--- config.mk ---
export PLATFORM = sky130hd
export DESIGN_NAME = intersection_phase_scheduler
export DESIGN_NICKNAME = d
export VERILOG_FILES = /design/src/rtl/intersection_phase_scheduler.sv
export SDC_FILE = /design/constraint.sdc
export NUM_CORES = 1
export LEC_CHECK = 0
export ABC_AREA = 1
export CAP_MARGIN = 20
export CORE_MARGIN = 2
export CORE_UTILIZATION = 43
export DETAILED_ROUTE_END_ITERATION = 10
export PLACE_DENSITY = 0.66
export SLEW_MARGIN = 0
export SYNTH_ARGS = -nofsm -noshare
export SYNTH_HDL_FRONTEND = slang
export SYNTH_SLANG_ARGS = --single-unit
--- constraint.sdc ---
create_clock -name clk -period 3.31 [get_ports clk]
set_input_delay 0.4965 -clock clk [delete_from_list [all_inputs] [get_ports clk]]
set_output_delay 0.4965 -clock clk [all_outputs]
set_load 0.005 [all_outputs]
--- src/rtl/intersection_phase_scheduler.sv ---
// Two-approach (NS/EW) signal sequencer: green -> yellow -> all-red -> other green,
// tick-timed phases, demand-driven green exit, latched crosswalk buttons and walk lamps.
module intersection_phase_scheduler #(
  parameter int unsigned GREEN_MIN = 4,
  parameter int unsigned GREEN_MAX = 8,
  parameter int unsigned YELLOW_T  = 2,
  parameter int unsigned ALLRED_T  = 1,
  parameter int unsigned WALK_T    = 3,
  parameter int unsigned CNT_W     = 8
) (
  input  logic       clk,
  input  logic       rst,
  input  logic       tick,
  input  logic       veh_ns,
  input  logic       veh_ew,
  input  logic       ped_ns,
  input  logic       ped_ew,
  output logic       ns_red,
  output logic       ns_yellow,
  output logic       ns_green,
  output logic       ew_red,
  output logic       ew_yellow,
  output logic       ew_green,
  output logic       walk_ns,
  output logic       walk_ew,
  output logic [2:0] phase
);

  typedef enum logic [2:0] {
    NS_G  = 3'd0,
    NS_Y  = 3'd1,
    AR_NS = 3'd2,
    EW_G  = 3'd3,
    EW_Y  = 3'd4,
    AR_EW = 3'd5
  } state_e;

  // Lamp triplets are ordered {red, yellow, green}.
  localparam logic [2:0] LAMP_R = 3'b100;
  localparam logic [2:0] LAMP_Y = 3'b010;
  localparam logic [2:0] LAMP_G = 3'b001;

  localparam logic [CNT_W-1:0] GMIN_LAST = CNT_W'(GREEN_MIN - 1);
  localparam logic [CNT_W-1:0] GMAX_LAST = CNT_W'(GREEN_MAX - 1);
  localparam logic [CNT_W-1:0] YEL_LAST  = CNT_W'(YELLOW_T - 1);
  localparam logic [CNT_W-1:0] AR_LAST   = CNT_W'(ALLRED_T - 1);
  localparam logic [CNT_W-1:0] WALK_LAST = CNT_W'(WALK_T - 1);
  localparam logic [CNT_W-1:0] CNT_SAT   = '1;

  state_e           state_q, state_d;
  logic [CNT_W-1:0] cnt_q, cnt_d;
  logic             ped_lat_ns_q, ped_lat_ns_d;
  logic             ped_lat_ew_q, ped_lat_ew_d;
  logic             walk_ns_q, walk_ns_d;
  logic             walk_ew_q, walk_ew_d;
  logic [2:0]       ns_lamp_q, ns_lamp_d;
  logic [2:0]       ew_lamp_q, ew_lamp_d;

  logic dem_ns, dem_ew;
  logic green_done;
  logic enter_ns_g, enter_ew_g;

  assign dem_ns = veh_ns | ped_lat_ns_q;
  assign dem_ew = veh_ew | ped_lat_ew_q;

  // Exit is allowed once the minimum is served; the GREEN_MAX term is the hard bound,
  // already implied by the >= comparison but kept explicit for parameter changes.
  assign green_done = (cnt_q >= GMIN_LAST) || (cnt_q >= GMAX_LAST);

  // NOTE: every signal assigned in this block gets a default first, so no path can
  // leave a value unassigned and infer a latch.
  always_comb begin
    state_d = state_q;
    unique case (state_q)
      NS_G:    if (tick && green_done && dem_ew) state_d = NS_Y;
      NS_Y:    if (tick && (cnt_q == YEL_LAST))  state_d = AR_NS;
      AR_NS:   if (tick && (cnt_q == AR_LAST))   state_d = EW_G;
      EW_G:    if (tick && green_done && dem_ns) state_d = EW_Y;
      EW_Y:    if (tick && (cnt_q == YEL_LAST))  state_d = AR_EW;
      AR_EW:   if (tick && (cnt_q == AR_LAST))   state_d = NS_G;
      default: state_d = AR_EW;
    endcase
  end

  always_comb begin
    cnt_d = cnt_q;
    if (state_d != state_q) begin
      cnt_d = '0;
    end else if (tick && (cnt_q != CNT_SAT)) begin
      cnt_d = cnt_q + 1'b1;
    end
  end

  assign enter_ns_g = (state_d == NS_G) && (state_q != NS_G);
  assign enter_ew_g = (state_d == EW_G) && (state_q != EW_G);

  // A press coinciding with green entry is served by that green's walk, so the latch
  // clears while the walk lamp still picks the press up.
  always_comb begin
    ped_lat_ns_d = enter_ns_g ? 1'b0 : (ped_lat_ns_q | ped_ns);
    ped_lat_ew_d = enter_ew_g ? 1'b0 : (ped_lat_ew_q | ped_ew);

    walk_ns_d = 1'b0;
    if (enter_ns_g) begin
      walk_ns_d = ped_lat_ns_q | ped_ns;
    end else if ((state_q == NS_G) && (state_d == NS_G)) begin
      walk_ns_d = walk_ns_q && !(tick && (cnt_q == WALK_LAST));
    end

    walk_ew_d = 1'b0;
    if (enter_ew_g) begin
      walk_ew_d = ped_lat_ew_q | ped_ew;
    end else if ((state_q == EW_G) && (state_d == EW_G)) begin
      walk_ew_d = walk_ew_q && !(tick && (cnt_q == WALK_LAST));
    end
  end

  // Lamps decode the next state so they switch on the same edge as the phase.
  always_comb begin
    ns_lamp_d = LAMP_R;
    ew_lamp_d = LAMP_R;
    unique case (state_d)
      NS_G:    ns_lamp_d = LAMP_G;
      NS_Y:    ns_lamp_d = LAMP_Y;
      EW_G:    ew_lamp_d = LAMP_G;
      EW_Y:    ew_lamp_d = LAMP_Y;
      default: begin
        ns_lamp_d = LAMP_R;
        ew_lamp_d = LAMP_R;
      end
    endcase
  end

  // NOTE: state registers use non-blocking assignments so every flop samples the
  // pre-edge values regardless of statement order.
  always_ff @(posedge clk) begin
    if (rst) begin
      state_q      <= AR_EW;
      cnt_q        <= '0;
      ped_lat_ns_q <= 1'b0;
      ped_lat_ew_q <= 1'b0;
      walk_ns_q    <= 1'b0;
      walk_ew_q    <= 1'b0;
      ns_lamp_q    <= LAMP_R;
      ew_lamp_q    <= LAMP_R;
    end else begin
      state_q      <= state_d;
      cnt_q        <= cnt_d;
      ped_lat_ns_q <= ped_lat_ns_d;
      ped_lat_ew_q <= ped_lat_ew_d;
      walk_ns_q    <= walk_ns_d;
      walk_ew_q    <= walk_ew_d;
      ns_lamp_q    <= ns_lamp_d;
      ew_lamp_q    <= ew_lamp_d;
    end
  end

  assign {ns_red, ns_yellow, ns_green} = ns_lamp_q;
  assign {ew_red, ew_yellow, ew_green} = ew_lamp_q;
  assign walk_ns = walk_ns_q;
  assign walk_ew = walk_ew_q;
  assign phase   = state_q;

endmodule
* Word level (Yosys, flattened, before mapping) *
Cells that the tools add are included.

storage, ports and cells
  register bits = 21
  logic and storage cells = 63
  output and inout bits = 11
  input bits = 7

operators by class
  bitwise operators = 4
  multiplexer cells = 13
  equality and inequality tests = 13
  magnitude comparators = 2
  add/subtract/negate cells = 1
  reductions and logical operators = 22

operators by type and width
  operator                                             count
  two-way mux 3 bit                                    6
  one-hot mux 3 bit (6 select lines)                   1
  logical AND 1 bit                                    13
  one-hot mux 3 bit (2 select lines)                   2
  equality test 3 x 2 -> 1 bit, second input constant  3
  equality test 3 bit, second input constant           3
  adder 8 x 1 -> 8 bit, second input constant          1
  equality test 8 x 1 -> 1 bit, second input constant  1
  equality test 8 x 2 -> 1 bit, second input constant  1
  >= comparator 8 x 2 -> 1 bit, second input constant  1
  >= comparator 8 x 3 -> 1 bit, second input constant  1
  zero test 8 bit                                      1
  != test 8 bit, second input constant                 1
  equality test 3 x 1 -> 1 bit, second input constant  2
  zero test 3 bit                                      2
  OR reduction 2 bit                                   3
  two-way mux 1 bit                                    4
  OR 1 bit                                             4
  != test 3 x 2 -> 1 bit, second input constant        1
  != test 3 bit                                        1
  nonzero test 3 bit                                   1
  zero test 1 bit                                      1
  logical OR 1 bit                                     1

* Longest topological paths before layout *
Gate-level depths: netlist of run 1.

  depth after elaboration = 10
  gate-level depth with buffers = 13
  mapped depth without buffers = 13

* Worst setup path after synthesis of run 1 *
OpenSTA, ideal clock, no wires.

  kind = input port to flip-flop
  from = in tick
  to = reg cnt_q[0]
  data arrival time = 1455 ps
  cell stages on the path = 12
  setup time = 115 ps
  path buffers = 1
  data required time = 3195 ps
  setup slack = 1740 ps
  path through = buf_4 > nand2_1 > nor2_1 > nand2_1 > nand2_1 > nand2_1 > nor2_1 > nand3_1 > nand2_1 > nand2_1 > nand2_2 > nor2_1

on the way
  cells in the longest elaborated chain, start to end = 6
  elaborated cells on any way between the ends = 15
  classes of those cells = 1 x eq/ne; 7 x mux; 7 x reduce/logical

ends and longest elaborated chain
  item                                         RTL line  source
  from (decl)                                  13        input logic tick,
  logical AND 1 bit                            75, 78
  logical AND 1 bit, on equally long branches  78, 75
  two-way mux 3 bit, on equally long branches  78, 75
  one-hot mux 3 bit (6 select lines)           74        unique case (state_q)
  != test 3 bit                                87        if (state_d != state_q) begin
  OR reduction 2 bit (no source line)          n/a
  to (signal assigned)                         148       cnt_q <= cnt_d;
  to (decl)                                    51        logic [CNT_W-1:0] cnt_q, cnt_d;

Parallel ways exist; a longest one is shown, timed or not.
A chain may end at the register's enable or synchronous reset.

* Final worst setup path of run 1 *
  from = in tick
  to = reg cnt_q[1]

Same word-level chain as after synthesis.

==> flow_metrics.tcl, run 1 <==
set metrics [dict create \
    area_growth_pct 18.1 \
    wl_per_cell_um 10.9 \
    cts_tree "yes" \
    cts_buffer_depth 2 \
    drt-pass1-iter-count 4 \
    ys_seq_elements 21 \
    clk_pin_slew_ns 0.10 \
    synthArstFlopShare 0 \
    finalCritPeriodShare 0.602 \
    reg2regPathDepth 13 \
    die_h_um 56.8 \
    netlist.area_leader.share 0.351 \
    cp.depth 12 \
    pre_cts_ws_ns 1.02 \
    crit_arrival_ns 2.19 \
    vias 1110 \
    start_util 0.442 \
    die-area_mm2 0.00323 \
    min_period_ns 1.99 \
    syn_inst 180 \
    yosysWarnings 0 \
    worstMarginPinSlew_ns 0.445 \
    cp_slowest_cell "clkdlybuf4s50_1" \
    post_cts_buffers 0 \
    htreeDepth 1 \
    grt_pass1_vias 987 \
    synth.area.top_cells "dfxtp_1, nand2_1, nor2_1" \
    routabilityCongestion 0.960 \
    syn_area_mm2 0.00120 \
    grt_max_degree 13 \
    insertion_delay_ns 0.30 \
    dpl.cell_count 226 \
    finalHoldViolCount 0 \
    drive_above_1_share 0.0955 \
    leakage_nw 0.685 \
    worstSetupEndpointType "flip-flop" \
    diodes 0 \
    hold_depth 2 \
    rsz0062_at_grt "false" \
    avgSynthCellArea_um2 6.66 \
    synth_area_leader_cell "dfxtp_1" \
    gr-total-overflow 0 \
    synth-edff-count 0 \
    cts.sinks 21 \
    finClkSkew_ns 0.0120 \
    worstPathCellList "clkdlybuf4s50_1 -> nand2_1 -> nor2_1 -> nand2_1 -> nand2_1 -> nand2_1 -> nor2_1 -> nand3_1 -> nand2_1 -> nand2_1 -> nand2_2 -> nor2_1" \
    finalMaxSlewViolations 0 \
    synthTopCellsByCount "nand2_1, nor2_1, inv_1" \
    design_power_total_uw 556 \
    fin_ws_ns 1.32 \
    drt_iter0_drc 26 \
    worstHoldPathType "flip-flop to flip-flop" \
    fin_nets 211 \
    track_usage 0.177 \
    setup_violations 0 \
    final_util 0.522 \
    synth_most_common_cell "nand2_1" \
    drc 0 \
    ys_seq_area_frac 0.351 \
    antenna_found_initial 0 \
    syn_nets 191 \
    postRouteAntennaNets 0 \
    slowest_delay_ns 0.65 \
    avgViaCountPerCell 4.83 \
    path_common_cell "nand2_1" \
    crit_buf_inv 1 \
    ys_types 26 \
    slew-limit-headroom 0.701 \
    core_mm2 0.00271 \
    cp_max_fo 8 \
    fin_cells 230 \
    status "finished, final reports clean" \
    fin_tns_setup_ns 0 \
    crit_required_ns 3.50 \
    crit_type "primary input to flip-flop" \
    p_per_area_mw_per_mm2 393 \
    numPortBuffers 17 \
    cts_resized 0 \
    crit_family "simple AND/OR/NAND/NOR gates" \
    cts_made_buffers 3 \
    dp_hpwl_um 1990 \
    die_width_um 56.8 \
    io_pins 18 \
    grt_pass1_wl_um 4370 \
    synth_ff_type "dfxtp_1" \
    root_buffer "clkbuf_4" \
    worst_ir_drop_vdd_mv 0.281 \
    cts_hold_buf 0 \
    max_freq_mhz 502 \
    maxCapViolCount 0 \
    row_count 19 \
    wl_um 2500 \
    cp-start-kind "primary input" \
]
[through the flow]
step / hold slack, ns / area, um^2
3_5_place_dp: 0.507 / 1390
4_1_cts: 0.532 / 1420
5_1_grt: 0.596 / 1420
3_3_place_gp: 0.481 / 1390
6_report: 0.517 / 1420
2_1_floorplan: 0.456 / 1200
[worst register-to-register path: stages (launching register included)]
cell,delay [ns]
dfxtp_1,0.36
inv_1,0.14
ha_1,0.19
nand2_1,0.06
nor2_1,0.14
nand2_1,0.09
nand2_1,0.13
nand2_1,0.06
nor2_1,0.10
nand3_1,0.12
nand2_1,0.07
nand2_1,0.06
nand2_2,0.13
nor2_1,0.06
[registers in the layout, indices dropped and copies added (netlist names)]
register	flops
walk_ew	1
ns_lamp_q	3
cnt_q	8
ew_lamp_q	3
phase	3
walk_ns	1
ped_lat_ns_q	1
ped_lat_ew_q	1
[area by class of cell]
type	count	area (um^2)
multi-input cells	128	651
clock buffers	4	26.3
fillers	270	1290
well taps	31	38.8
inverters	29	109
flip-flops and latches	21	420
repair buffers	17	170
[logic make-up (layout without fill, tap and decap cells)]
logic type,count (synthesis),after routing,synth area share
AND/OR/NAND/NOR,109,109,0.411
AO/OA/AOI/OAI,10,10,0.0532
adder cells (fa/ha/maj),4,4,0.0418
XOR/XNOR,5,5,0.0365
buffers and inverters,31,50,0.106
flip-flops,21,21,0.351
[routing by layer]
layer  vias up  global-route usage  part of all wire
met5         -                   0                 0
met4         0              0.0930             0.021
met3         5              0.0346             0.045
met2        29               0.252              0.41
met1       481               0.249              0.53
li1        595                   -                 -
[power breakdown]
| part | internal (mW) | switching (mW) |
|---|---|---|
| Clock | 0.0470 | 0.0723 |
| Sequential | 0.274 | 0.0153 |
| Combinational | 0.0677 | 0.0799 |
| Total | 0.389 | 0.168 |
[layout by cell type (no fill, tap or decap), drive strengths merged, types with 2 or more instances in the layout]
master         instances
clkbuf                 4
ha                     4
dfxtp                 21
nand4                  2
inv                   29
a21oi                  4
or2                    2
nand3                 16
nor3                   3
clkdlybuf4s50         17
nor2                  34
xor2                   4
nor4                   3
o21ai                  4
nand2                 48
[final timing paths]
path / from / to / slack (ns)
worst max-delay path: tick / cnt_q[1] / 1.32
worst min register to register: ped_lat_ns_q / ped_lat_ns_q / 0.52
worst max register to register: cnt_q[1] / cnt_q[1] / 1.50
worst min-delay path: ped_lat_ns_q / ped_lat_ns_q / 0.52
(Power assumes the default switching activity.)
==> run 2, diff against run 1 <==
Settings changed: PLACE_DENSITY 0.66 to 0.68.
Clock period 3.31 ns to 1.7 ns, I/O delays scaled along.
==> run 2 against run 1 <==
  * Sequential share of layout area decreased by 3.6 points
  * Clock power increased by 110%
  * Die area unchanged
  * Clock-buffer cell count decreased by 1
  * Design area increased by 17%
  * Sequential cell count unchanged
  * Global-route usage increased by 0.68 points
  * Highest routed layer unchanged
  * First-iteration DRC count increased by 50%
  * Largest power group unchanged
==> flow_metrics.tcl, run 2 (same netlist as run 1, synthesis figures left out) <==
set metrics [dict create \
    grt_pass1_vias 1098 \
    fin_ws_ns 0.0821 \
    cts_buffer_depth 2 \
    cts_hold_buf 0 \
    numPortBuffers 17 \
    row_count 19 \
    drt_iter0_drc 39 \
    dpl.cell_count 240 \
    drive_above_1_share 0.305 \
    cts.sinks 21 \
    die-area_mm2 0.00323 \
    nFillCells 265 \
    stdcell_area_mm2 0.00165 \
    antenna_found_initial 0 \
    dp_hpwl_um 2230 \
    worstSetupEndpointType "flip-flop" \
    fin_tns_setup_ns 0 \
    pre_cts_ws_ns -0.171 \
    max_freq_mhz 618 \
    diodes 0 \
    die_h_um 56.8 \
    leakage_nw 0.797 \
    vias 1210 \
    cp_max_fo 12 \
    core_mm2 0.00271 \
    multi_input_area_um2 713 \
    grt_pass1_wl_um 4700 \
    clk_pin_slew_ns 0.13 \
    timing.hold.ws_ns 0.490 \
    grt_max_degree 13 \
    avgViaCountPerCell 4.82 \
    io_pins 18 \
    worstHoldPathType "primary input to flip-flop" \
    largest_register "cnt_q" \
    crit_type "flip-flop to flip-flop" \
    setup_violations 0 \
    wl_per_cell_um 12.0 \
    start_util 0.442 \
    finalMaxSlewViolations 0 \
    final_util 0.608 \
    finalHoldViolCount 0 \
    routabilityCongestion 0.847 \
    drc 0 \
    largest_reg_flops 8 \
    slew-limit-headroom 0.727 \
    cts_made_buffers 3 \
    wl_um 3010 \
    layout_commonest_cell "nand2_1" \
    crit_arrival_ns 1.87 \
    area_growth_pct 37.6 \
    fin_cells 251 \
    crit_required_ns 1.95 \
    cts_tree "yes" \
    die_width_um 56.8 \
    maxCapViolCount 0 \
    status "finished, final reports clean" \
    layout_common_cells "nand2_1, nor2_1, buf_4, inv_1" \
    finalCritPeriodShare 0.952 \
    worstMarginPinSlew_ns 0.406 \
    insertion_delay_ns 0.31 \
    finClkSkew_ns 0.0152 \
    htreeDepth 1 \
    p_per_area_mw_per_mm2 719 \
    rsz0062_at_grt "true" \
    worst_ir_drop_vdd_mv 0.574 \
    final-seq-area_um2 430 \
    fin_nets 232 \
    design_power_total_mw 1.19 \
    gr-total-overflow 0 \
    postRouteAntennaNets 0 \
    root_buffer "clkbuf_4" \
    placed_area_mm2 0.00149 \
    drt-pass1-iter-count 4 \
    cp-start-kind "flip-flop" \
    track_usage 0.184 \
    min_period_ns 1.62 \
]
==> run 2: cell types whose count changed in the layout (fill, tap and decap cells not counted), sizes merged <==
cell and change:
buf +21, clkbuf -1, clkinv +1
==> run 2: layout make-up <==
class                           instances  area share
Tap cell                               31      0.0235
Timing Repair Buffer                   38       0.199
Multi-Input combinational cell        128       0.432
Clock inverter                          1     0.00303
Sequential cell                        21       0.261
Inverter                               29      0.0675
Clock buffer                            3      0.0137
==> run 2: repair_timing <==
action,4_1_cts,5_1_grt
pin swaps,1,7
hold endpoints to repair,0,0
setup endpoints to repair,10,14
setup buffers,1,6
resized for setup,6,25
==> run 2: where the power goes <==
part | total (mW) | switching (mW) | leakage, nW | internal (mW)
registers | 0.558 | 0.0238 | 0.173 | 0.534
clock network | 0.244 | 0.156 | 0.0177 | 0.0880
logic | 0.384 | 0.200 | 0.606 | 0.184
==> run 2: worst max-delay path, stage by stage, from the launching register on <==
cell     delay (ns)
dfxtp_4        0.39
ha_2           0.21
inv_1          0.08
nor4_4         0.29
nand2_2        0.10
nand2_4        0.09
inv_4          0.07
o21ai_2        0.14
inv_1          0.06
nor2_1         0.12
==> run 2: layer usage <==
metal | wire length [um] | up-vias | share of wire | track usage
met3 | 165 | 4 | 0.055 | 0.0300
met1 | 1410 | 540 | 0.47 | 0.264
li1 | - | 635 | - | -
met5 | 0 | - | 0 | 0
met4 | 31 | 0 | 0.010 | 0.0664
met2 | 1390 | 31 | 0.46 | 0.276
==> run 2: final timing paths <==
check | slack [ns] | cells after the start | endpoint | start
hold / removal | 0.49 | 2 | phase[1] | rst
setup / recovery | 0.08 | 9 | cnt_q[1] | cnt_q[1]
setup reg to reg | 0.08 | 9 | cnt_q[1] | cnt_q[1]
hold reg to reg | 0.52 | 2 | ped_lat_ns_q | ped_lat_ns_q
==> run 3, diff against run 2 <==
Settings changed: CORE_MARGIN 2 to 3.
==> run 3 against run 2 <==
  * Utilization is 4.8 points higher
  * Setup slack got worse by 0.0074 ns
  * Maximum frequency fell by 0.45%
  * Critical path type unchanged
  * Highest routed layer unchanged
==> flow_metrics.tcl, run 3 (same netlist as run 1, synthesis figures left out) <==
set metrics [dict create \
    regToRegEndpoint "cnt_q[2]" \
    clk_pin_slew_ns 0.12 \
    max_freq_mhz 615 \
    status "finished, final reports clean" \
    drive_above_1_share 0.324 \
    cp_slowest_cell "dfxtp_4" \
    finalCritPeriodShare 0.956 \
    cts_buffer_depth 2 \
    worstSetupEndpointType "flip-flop" \
    diodes 0 \
    cts.sinks 21 \
    io_pins 18 \
    grt_pass1_vias 1096 \
    cts_hold_buf 0 \
    worstPathCellList "inv_2 -> ha_4 -> nand2_1 -> nor2_2 -> nand2_1 -> nand2_2 -> nand2_1 -> nor2_1 -> nand3_2 -> nand2_1 -> nand2_2 -> nand2_4 -> nor2_1" \
    grt_max_degree 14 \
    cts_tree "yes" \
    leakage_nw 0.795 \
    crit_buf_inv 1 \
    insertion_delay_ns 0.31 \
    cts_made_buffers 3 \
    routed.top_layer "met4" \
    routabilityCongestion 0.886 \
    fin_nets 231 \
    regToRegSetupSlack_ns 0.07 \
    dpl.cell_count 237 \
    met3WireLength_um 150 \
    numPortBuffers 17 \
    area_growth_pct 40.6 \
    maxCapViolCount 0 \
    row_count 18 \
    dp_hpwl_um 2240 \
    timing.hold.ws_ns 0.489 \
    stdcell_area_mm2 0.00169 \
    track_usage 0.174 \
    setup_violations 0 \
    wl_um 3020 \
    crit_family "simple AND/OR/NAND/NOR gates" \
    grt_pass1_wl_um 4650 \
    worstHoldPathType "primary input to flip-flop" \
    drt-pass1-iter-count 4 \
    finalHoldViolCount 0 \
    r2r-start "cnt_q[0]" \
    holdPathEnd "phase[1]" \
    route.met2.wl_um 1380 \
    layout_common_cells "nand2_1, nor2_1, buf_4, inv_1, clkdlybuf4s50_1" \
    avgViaCountPerCell 5.00 \
    cp-start-kind "flip-flop" \
    largest_reg_flops 8 \
    die-area_mm2 0.00346 \
    die_width_um 58.8 \
    min_period_ns 1.63 \
    hold_depth 2 \
    cp_max_fo 8 \
    core_mm2 0.00257 \
    placed_area_mm2 0.00148 \
    start_util 0.467 \
    path_common_cell "nand2_1" \
    wl_per_cell_um 12.1 \
    largest_register "cnt_q" \
    worstMarginPinSlew_ns 0.384 \
    htreeDepth 1 \
    p_per_area_mw_per_mm2 711 \
    drt_iter0_drc 40 \
    gr-total-overflow 0 \
    crit_required_ns 1.92 \
    drc 0 \
    postRouteAntennaNets 0 \
    die_h_um 58.8 \
    wl_met1_um 1460 \
    antenna_found_initial 0 \
    slew-limit-headroom 0.742 \
    vias 1245 \
    root_buffer "clkbuf_4" \
    final_util 0.656 \
    slowest_delay_ns 0.39 \
    hp-start "rst" \
    finalMaxSlewViolations 0 \
    worst_ir_drop_vdd_mv 0.736 \
    crit_arrival_ns 1.84 \
    finClkSkew_ns 0.00704 \
    crit_type "flip-flop to flip-flop" \
    fin_cells 249 \
    layout_commonest_cell "nand2_1" \
    reg2regPathDepth 13 \
]
run 3: final cells by class:
type	count	area (um^2)
clock inverters	1	7.51
repair buffers	37	320
fillers	227	882
well taps	30	37.5
clock buffers	3	22.5
inverters	29	114
flip-flops and latches	21	438
multi-input cells	128	746
run 3: worst max-delay path by stage:
stage                        start  slack, ns  cells past startpoint  endpoint
final                     cnt_q[0]       0.07                     13  cnt_q[2]
after global routing      cnt_q[0]      -0.04                     13  cnt_q[2]
after CTS                 cnt_q[0]      0.001                     12  cnt_q[2]
after detailed placement      tick      -0.20                     12  cnt_q[5]
after global placement        tick      -0.13                     12  cnt_q[6]
after floorplan           cnt_q[0]       0.16                     13  cnt_q[0]
run 3: per-stage QoR:
stage	power, mW	setup WS [ns]	TNS [ns]
after global placement	0.895	-0.126	-1.33
after global routing	1.27	-0.0437	-0.190
after detailed placement	0.898	-0.201	-2.08
after CTS	1.15	0.00102	0
final	1.20	0.0748	0
after floorplan	0.746	0.162	0
run 3: routing by layer:
metal / GRT usage / up-vias
met3: 0.0395 / 4
met1: 0.250 / 570
li1: - / 637
met5: 0 / -
met2: 0.265 / 34
met4: 0.0388 / 0
run 3: timing repair:
item | CTS | global route
setup endpoints to repair | 8 | 15
pin swaps | 0 | 13
resized for setup | 2 | 40
setup buffers | 0 | 8
run 3: report_power, final:
part | switching (mW) | internal, mW
logic | 0.195 | 0.184
clock network | 0.162 | 0.0898
registers | 0.0328 | 0.536
